===== config.mk =====
export PLATFORM = sky130hd
export DESIGN_NAME = maxnet_weight_store
export DESIGN_NICKNAME = d
export VERILOG_FILES = /design/src/rtl/maxnet_weight_store.sv
export SDC_FILE = /design/constraint.sdc
export NUM_CORES = 1
export LEC_CHECK = 0
export ABC_AREA = 1
export CAP_MARGIN = 20
export CELL_PAD_IN_SITES_DETAIL_PLACEMENT = 1
export CELL_PAD_IN_SITES_GLOBAL_PLACEMENT = 1
export CORE_MARGIN = 10
export CORE_UTILIZATION = 43
export DETAILED_ROUTE_END_ITERATION = 10
export GPL_TIMING_DRIVEN = 0
export PLACE_DENSITY = 0.83
export SLEW_MARGIN = 25
export SYNTH_ARGS = -nofsm -noshare
export SYNTH_HDL_FRONTEND = slang
export SYNTH_SLANG_ARGS = --single-unit
export TNS_END_PERCENT = 10

===== constraint.sdc =====
create_clock -name clk -period 2.3 [get_ports clk]
set_input_delay 0.69 -clock clk [delete_from_list [all_inputs] [get_ports clk]]
set_output_delay 0.69 -clock clk [all_outputs]
set_load 0.05 [all_outputs]

===== src/rtl/maxnet_weight_store.sv =====
// MaxNet weight/input store: holds the X vector and the SELF/EPS weight registers and
// streams weight rows (or the whole matrix) paired with X[col] over a valid/ready channel.
`timescale 1ns/1ps

module maxnet_weight_store #(
    parameter int             N         = 4,
    parameter int             W         = 5,
    parameter logic [W-1:0]   SELF_INIT = 5'b01000,
    parameter logic [W-1:0]   EPS_INIT  = 5'b11110,
    localparam int            AW        = (N > 1) ? $clog2(N) : 1
) (
    input  logic          clk,
    input  logic          rst_n,
    input  logic          x_wr_en,
    input  logic [AW-1:0] x_wr_addr,
    input  logic [W-1:0]  x_wr_data,
    input  logic          cfg_wr_en,
    input  logic          cfg_sel,
    input  logic [W-1:0]  cfg_wr_data,
    input  logic          rd_start,
    input  logic          rd_mode,
    input  logic [AW-1:0] rd_row,
    output logic          busy,
    output logic          rd_err,
    output logic          out_valid,
    input  logic          out_ready,
    output logic [W-1:0]  out_w,
    output logic [W-1:0]  out_x,
    output logic [AW-1:0] out_row,
    output logic [AW-1:0] out_col,
    output logic          out_last
);

    // state  | meaning
    // IDLE   | no stream, waiting for an acceptable rd_start
    // STREAM | beats being presented; left when the out_last beat is accepted
    typedef enum logic {S_IDLE, S_STREAM} state_t;

    localparam logic [AW:0]   NUM  = (AW+1)'(N);
    localparam logic [AW-1:0] LAST = AW'(N-1);
    localparam logic [AW-1:0] ONE  = AW'(1);

    state_t        state, nxt_state;
    logic [W-1:0]  x_mem [N];
    logic [W-1:0]  self_reg, eps_reg, self_sh, eps_sh;
    logic          mode_q;

    logic          row_oob, start_ok, start_bad, accept;
    logic          ld, ld_cfg, ld_mode;
    logic [AW-1:0] ld_row, ld_col;
    logic          nxt_valid, nxt_last, nxt_err;
    logic [W-1:0]  nxt_w, nxt_x;
    logic [AW-1:0] nxt_row, nxt_col;

    assign busy      = (state == S_STREAM);
    assign accept    = out_valid & out_ready;
    assign row_oob   = !rd_mode && ({1'b0, rd_row} >= NUM);
    assign start_ok  = (state == S_IDLE) && rd_start && !row_oob;
    assign start_bad = (state == S_IDLE) && rd_start && row_oob;

    always_ff @(posedge clk or negedge rst_n) begin
        if (!rst_n) state <= S_IDLE;
        else        state <= nxt_state;
    end

    always_comb begin
        nxt_state = state;
        ld        = 1'b0;
        ld_cfg    = 1'b0;
        ld_mode   = mode_q;
        ld_row    = out_row;
        ld_col    = out_col;
        nxt_valid = out_valid;
        nxt_last  = out_last;
        nxt_w     = out_w;
        nxt_x     = out_x;
        nxt_row   = out_row;
        nxt_col   = out_col;
        nxt_err   = start_bad;

        case (state)
            S_IDLE: begin
                if (start_ok) begin
                    nxt_state = S_STREAM;
                    ld        = 1'b1;
                    ld_cfg    = 1'b1;
                    ld_mode   = rd_mode;
                    ld_row    = rd_mode ? '0 : rd_row;
                    ld_col    = '0;
                end
            end
            S_STREAM: begin
                if (accept) begin
                    if (out_last) begin
                        nxt_state = S_IDLE;
                        nxt_valid = 1'b0;
                        nxt_last  = 1'b0;
                    end else begin
                        ld = 1'b1;
                        if (out_col == LAST) begin
                            ld_col = '0;
                            ld_row = out_row + ONE;
                        end else begin
                            ld_col = out_col + ONE;
                        end
                    end
                end
            end
            default: nxt_state = S_IDLE;
        endcase

        // First beat reads the live registers, which are being snapshotted on the same edge.
        if (ld) begin
            nxt_valid = 1'b1;
            nxt_row   = ld_row;
            nxt_col   = ld_col;
            nxt_x     = x_mem[ld_col];
            if (ld_row == ld_col) nxt_w = ld_cfg ? self_reg : self_sh;
            else                  nxt_w = ld_cfg ? eps_reg  : eps_sh;
            nxt_last  = ld_mode ? ((ld_row == LAST) && (ld_col == LAST)) : (ld_col == LAST);
        end
    end

    always_ff @(posedge clk or negedge rst_n) begin
        if (!rst_n) begin
            for (int i = 0; i < N; i++) x_mem[i] <= '0;
            self_reg  <= SELF_INIT;
            eps_reg   <= EPS_INIT;
            self_sh   <= SELF_INIT;
            eps_sh    <= EPS_INIT;
            mode_q    <= 1'b0;
            rd_err    <= 1'b0;
            out_valid <= 1'b0;
            out_last  <= 1'b0;
            out_w     <= '0;
            out_x     <= '0;
            out_row   <= '0;
            out_col   <= '0;
        end else begin
            if (x_wr_en && ({1'b0, x_wr_addr} < NUM)) x_mem[x_wr_addr] <= x_wr_data;
            if (cfg_wr_en) begin
                if (cfg_sel) self_reg <= cfg_wr_data;
                else         eps_reg  <= cfg_wr_data;
            end
            if (start_ok) begin
                self_sh <= self_reg;
                eps_sh  <= eps_reg;
                mode_q  <= rd_mode;
            end
            rd_err    <= nxt_err;
            out_valid <= nxt_valid;
            out_last  <= nxt_last;
            out_w     <= nxt_w;
            out_x     <= nxt_x;
            out_row   <= nxt_row;
            out_col   <= nxt_col;
        end
    end

endmodule

Yosys cells after proc, flatten, opt, wreduce, memory -nomap -nowiden
Index checks and enable logic that the tools add are counted.
{ "op_classes": {"n_addsub": 2, "n_lt_le_gt_ge": 3, "eq_ne": 4, "mux": 37, "bitwise": 5, "reduce_logical": 10} }
{ "ops": {"columns": ["cell", "count"], "rows": [
  ["$mux 5", 6],
  ["$bwmux 20", 1],
  ["$mux 2", 9],
  ["$mux 1", 15],
  ["$bmux 5 s2", 1],
  ["$demux 5 s2", 1],
  ["$pmux 2 s2", 2],
  ["$eq 2x2->1 const B", 3],
  ["$ge 3x3->1 const B", 2],
  ["$not 2->3", 2],
  ["$reduce_and 2->1", 3],
  ["$reduce_bool 2->1", 3],
  ["$add 2x1->2 const B", 2],
  ["$pmux 1 s2", 2],
  ["$logic_and 1x1->1", 3],
  ["$lt 3x1->1 const B", 1],
  ["$reduce_and 3->1", 1],
  ["$eq 2x2->1", 1],
  ["$not 1->1", 2],
  ["$and 1x1->1", 1]
]} }
{ "totals": {"register_bits": 58, "inputBits": 22, "output_inout_bits": 18, "elab_cells": 77} }

Logic depth before layout (Yosys ltp)
{ "depth": {"word_depth": 9, "mapped_depth": 13, "depth_no_buf": 13} }

Least setup slack after synthesis
OpenSTA, ideal clock, no wires.
{ "synth_path": {"path_type": "register -> register", "from": "register out_col[1]", "to": "register out_w[0]", "setup_time_ns": 0.118, "t_arrival_ns": 1.711, "required_time_ns": 2.182, "path_slack_ns": 0.472, "path_stages_with_launch": 13, "path_buffers": 0, "synth_period_minus_slack_ns": 1.828, "path_cell_list": "dfrtp_1 > ha_1 > nand2_1 > inv_1 > nand2_1 > nand2_1 > nand3_1 > nand2_1 > nand2_2 > nand2_4 > nand3_1 > nand3_1 > nand2_1"} }
{ "synth_between": {"elab_chain_cells": 7, "word_cells_on_any_way": 13, "classes_between": "add/sub: 1; eq/ne: 2; mux: 10"} }
{ "synth_rtl": {"columns": ["item", "line", "text"], "rows": [
  ["start, declared", "30", "output logic [AW-1:0] out_col,"],
  ["start signal, assigned", "156", "out_col <= nxt_col;"],
  ["$add 2x1->2 / $eq 2x2->1 (equally long branches)", "104, 100", null],
  ["$mux 2", "100", "if (out_col == LAST) begin"],
  ["$mux 2", "94", "if (out_last) begin"],
  ["$mux 2", "93", "if (accept) begin"],
  ["$pmux 2 s2", "81", "case (state)"],
  ["$eq 2x2->1 (*)", "118", "if (ld_row == ld_col) nxt_w = ld_cfg ? self_reg : self_sh;"],
  ["$mux 5 (*)", "118", null],
  ["end signal, assigned", "153", "out_w <= nxt_w;"],
  ["end, declared", "27", "output logic [W-1:0] out_w,"]
]} }
Mark *: on every way between the ends. The rest lies on a longest branch, timed or not.
A chain may end at the register's enable or synchronous reset.

Final worst setup path
{ "layout_path": {"from": "register out_col[0]", "to": "output out_col[0]"} }
No word-level cell between the ends.

==> results_dict.tcl <==
set metrics [dict create \
    grt_pass1_vias 2452 \
    syn_to_final_growth_pct 25.1 \
    required_ns 1.61 \
    holdCritPathClass "in -> async" \
    cts-resized-gates 1 \
    seq_area_um2 1460 \
    firstDrtPassIters 4 \
    worstMarginPinSlew_ns 0.507 \
    cts_root_buf "clkbuf_8" \
    hold_buffers 0 \
    grt_overflow 0 \
    crit_slowest_cell "clkdlybuf4s50_1" \
    cts_inserted_buffers 9 \
    insertedDiodeCount 0 \
    hold_viol 0 \
    crit_chain "clkdlybuf4s50_1" \
    coreArea_um2 5990 \
    crit_arrival_ns 1.57 \
    drc 0 \
    met2_length_um 3470 \
    critPathMaxStageDelay_ns 0.83 \
    row_count 28 \
    wire_per_inst_um 16.0 \
    ir_drop_mv 0.657 \
    multiInputGateArea_um2 1000 \
    drt_iter0_markers 168 \
    dpl_cell_area_um2 3170 \
    port_buffers 38 \
    post-route-min-period_ns 2.26 \
    critPathMaxFanout 3 \
    fin_nets 381 \
    grt_pass1_wl_um 12100 \
    postCtsSetupRepairBufs 0 \
    start_util 0.446 \
    seq_area_frac_synth 0.547 \
    io_pins 40 \
    final-setup-viol-count 0 \
    clock_latency_ns 0.34 \
    topRoutingLayerUsed "met4" \
    dieArea_um2 9770 \
    path_clk_slew_ns 0.07 \
    synthTopCellsByArea "dfrtp_1 45%, nand2_1 10%, dfstp_2 9.8%" \
    critPathKind "reg -> out" \
    ys_types 30 \
    crit_buf_inv 1 \
    rsz0062_at_grt "no" \
    r2r_end "out_w[2]$_DFFE_PN0P_" \
    start_kind "flop" \
    die_w_um 98.9 \
    tns_ns 0 \
    dr_total_vias 2230 \
    max-slew-margin-rel 0.662 \
    maxSlewViolCount 0 \
    endpoint_kind "primary output" \
    fmax_mhz 443 \
    yosysTopAreaCellShare 0.449 \
    p_leak_nw 1.66 \
    dr_wl_met3_um 304 \
    routed_wl_um 7000 \
    largest_register "x_mem" \
    whs_ns 0.226 \
    drt.antenna.violating_nets 0 \
    met1_length_um 3090 \
    timing.rr.start "busy$_DFF_PN0_" \
    max-cap-violations 0 \
    status "completed" \
    cts_tree "yes" \
    place_congestion 0.757 \
    syn_inst 308 \
    avgSynthCellArea_um2 8.68 \
    largest_register_ffs 20 \
    power_density_nw_per_um2 1450 \
    yosysWarnings 0 \
    cts_sinks 58 \
    synth_largest_area_cell "dfrtp_1" \
    design_area_um2 3340 \
    dp_hpwl_um 4920 \
    final_layout_size_suffix_gt1_frac 0.154 \
    die_h_um 98.9 \
    rrSetupSlack_ns 0.56 \
    skew_ns 0.0110 \
    antenna_found_initial 0 \
    synth_nets 331 \
    ys_seq_elements 58 \
    timing.final.crit_share 0.982 \
    cts_buffer_depth 2 \
    grt_max_degree 41 \
    htreeDepth 3 \
    nFillCells 712 \
    synth_area_um2 2670 \
    worst_path_dominant_cell_family "buffers and inverters" \
    post_drt_via_cell_ratio 5.09 \
    reg2regPathDepth 13 \
    track_usage 0.150 \
]
[power breakdown]
group          switching (mW)  internal, mW  leakage [nW]  total, mW
logic                    1.64         0.795         0.885       2.44
clock network           0.401         0.450        0.0867      0.851
registers               0.186          1.38         0.690       1.57
total                    2.23          2.63          1.66       4.86
[cells in the final DEF, fill, tap and decap left out, drive strengths merged, types with 2 or more instances in the layout]
cell / count
o211ai: 2
o21ai: 58
dfrtp: 48
nand3: 20
nand2: 84
dfstp: 10
inv: 44
buf: 7
clkdlybuf4s50: 34
o21a: 2
clkbuf: 15
a21oi: 5
or2: 10
nor2: 10
nand4: 3
dlymetal6s2s: 2
[synthesized netlist by cell type]
master,count
o21a_1,2
nand2_2,4
nand3_2,2
buf_4,2
or2_2,6
nor2_1,8
a31oi_1,1
buf_2,2
nor2_2,1
dfstp_2,10
o211ai_1,2
nand2_1,73
o21ai_1,11
conb_1,1
a21oi_1,5
buf_6,1
dfrtp_1,48
nand3_1,18
o21bai_1,1
nand3b_1,1
nand4_1,3
nand2_4,7
clkbuf_1,1
or2_1,4
nor2_4,1
ha_1,1
inv_1,39
nor3_1,1
o21ai_0,47
inv_2,5
[layer usage]
layer	vias up	GRT usage
met5	-	0
met4	0	0.0794
met1	1089	0.188
met3	11	0.0314
li1	1090	-
met2	40	0.238
[logic make-up after synthesis]
logic type	after synthesis	share of synthesized area
and+or+nand+nor	129	0.235
AOI/OAI and AO/OA	69	0.134
DFF	58	0.547
buffers and inverters	50	0.0767
adders and majority gates	1	0.00468
other	1	0.00140
[worst max path at each step]
stage | startpoint | to | slack (ns) | cells past startpoint
floorplan | out_col[1]$_DFFE_PN0P_ | out_w[0]$_DFFE_PN0P_ | 0.47 | 12
global placement | rst_n | out_w[3]$_DFFE_PN0P_ | -1.29 | 1
detailed placement | out_ready | out_w[2]$_DFFE_PN0P_ | -0.16 | 12
CTS | out_valid$_DFFE_PN0P_ | out_valid | 0.003 | 1
global route | out_col[1]$_DFFE_PN0P_ | out_col[1] | 0.005 | 1
finish | out_col[0]$_DFFE_PN0P_ | out_col[0] | 0.04 | 1
[final cells by class]
type,count,area share
sequential,58,0.438
multi-input combinational,200,0.300
timing repair buffer,39,0.120
inverter,44,0.0494
clock buffer,14,0.0486
tap,75,0.0281
buffer,6,0.0120
clock inverter,2,0.00374
[through the flow]
stage	utilization	total power, mW	instances	setup slack [ns]
2_1_floorplan	-	3.26	308	0.472
3_3_place_gp	0.525	3.93	421	-1.29
3_5_place_dp	0.528	4.03	422	-0.163
4_1_cts	0.557	4.91	438	0.00255
5_1_grt	0.558	5.22	438	0.00458
6_report	0.558	4.86	438	0.0404
(Power assumes the default switching activity.)
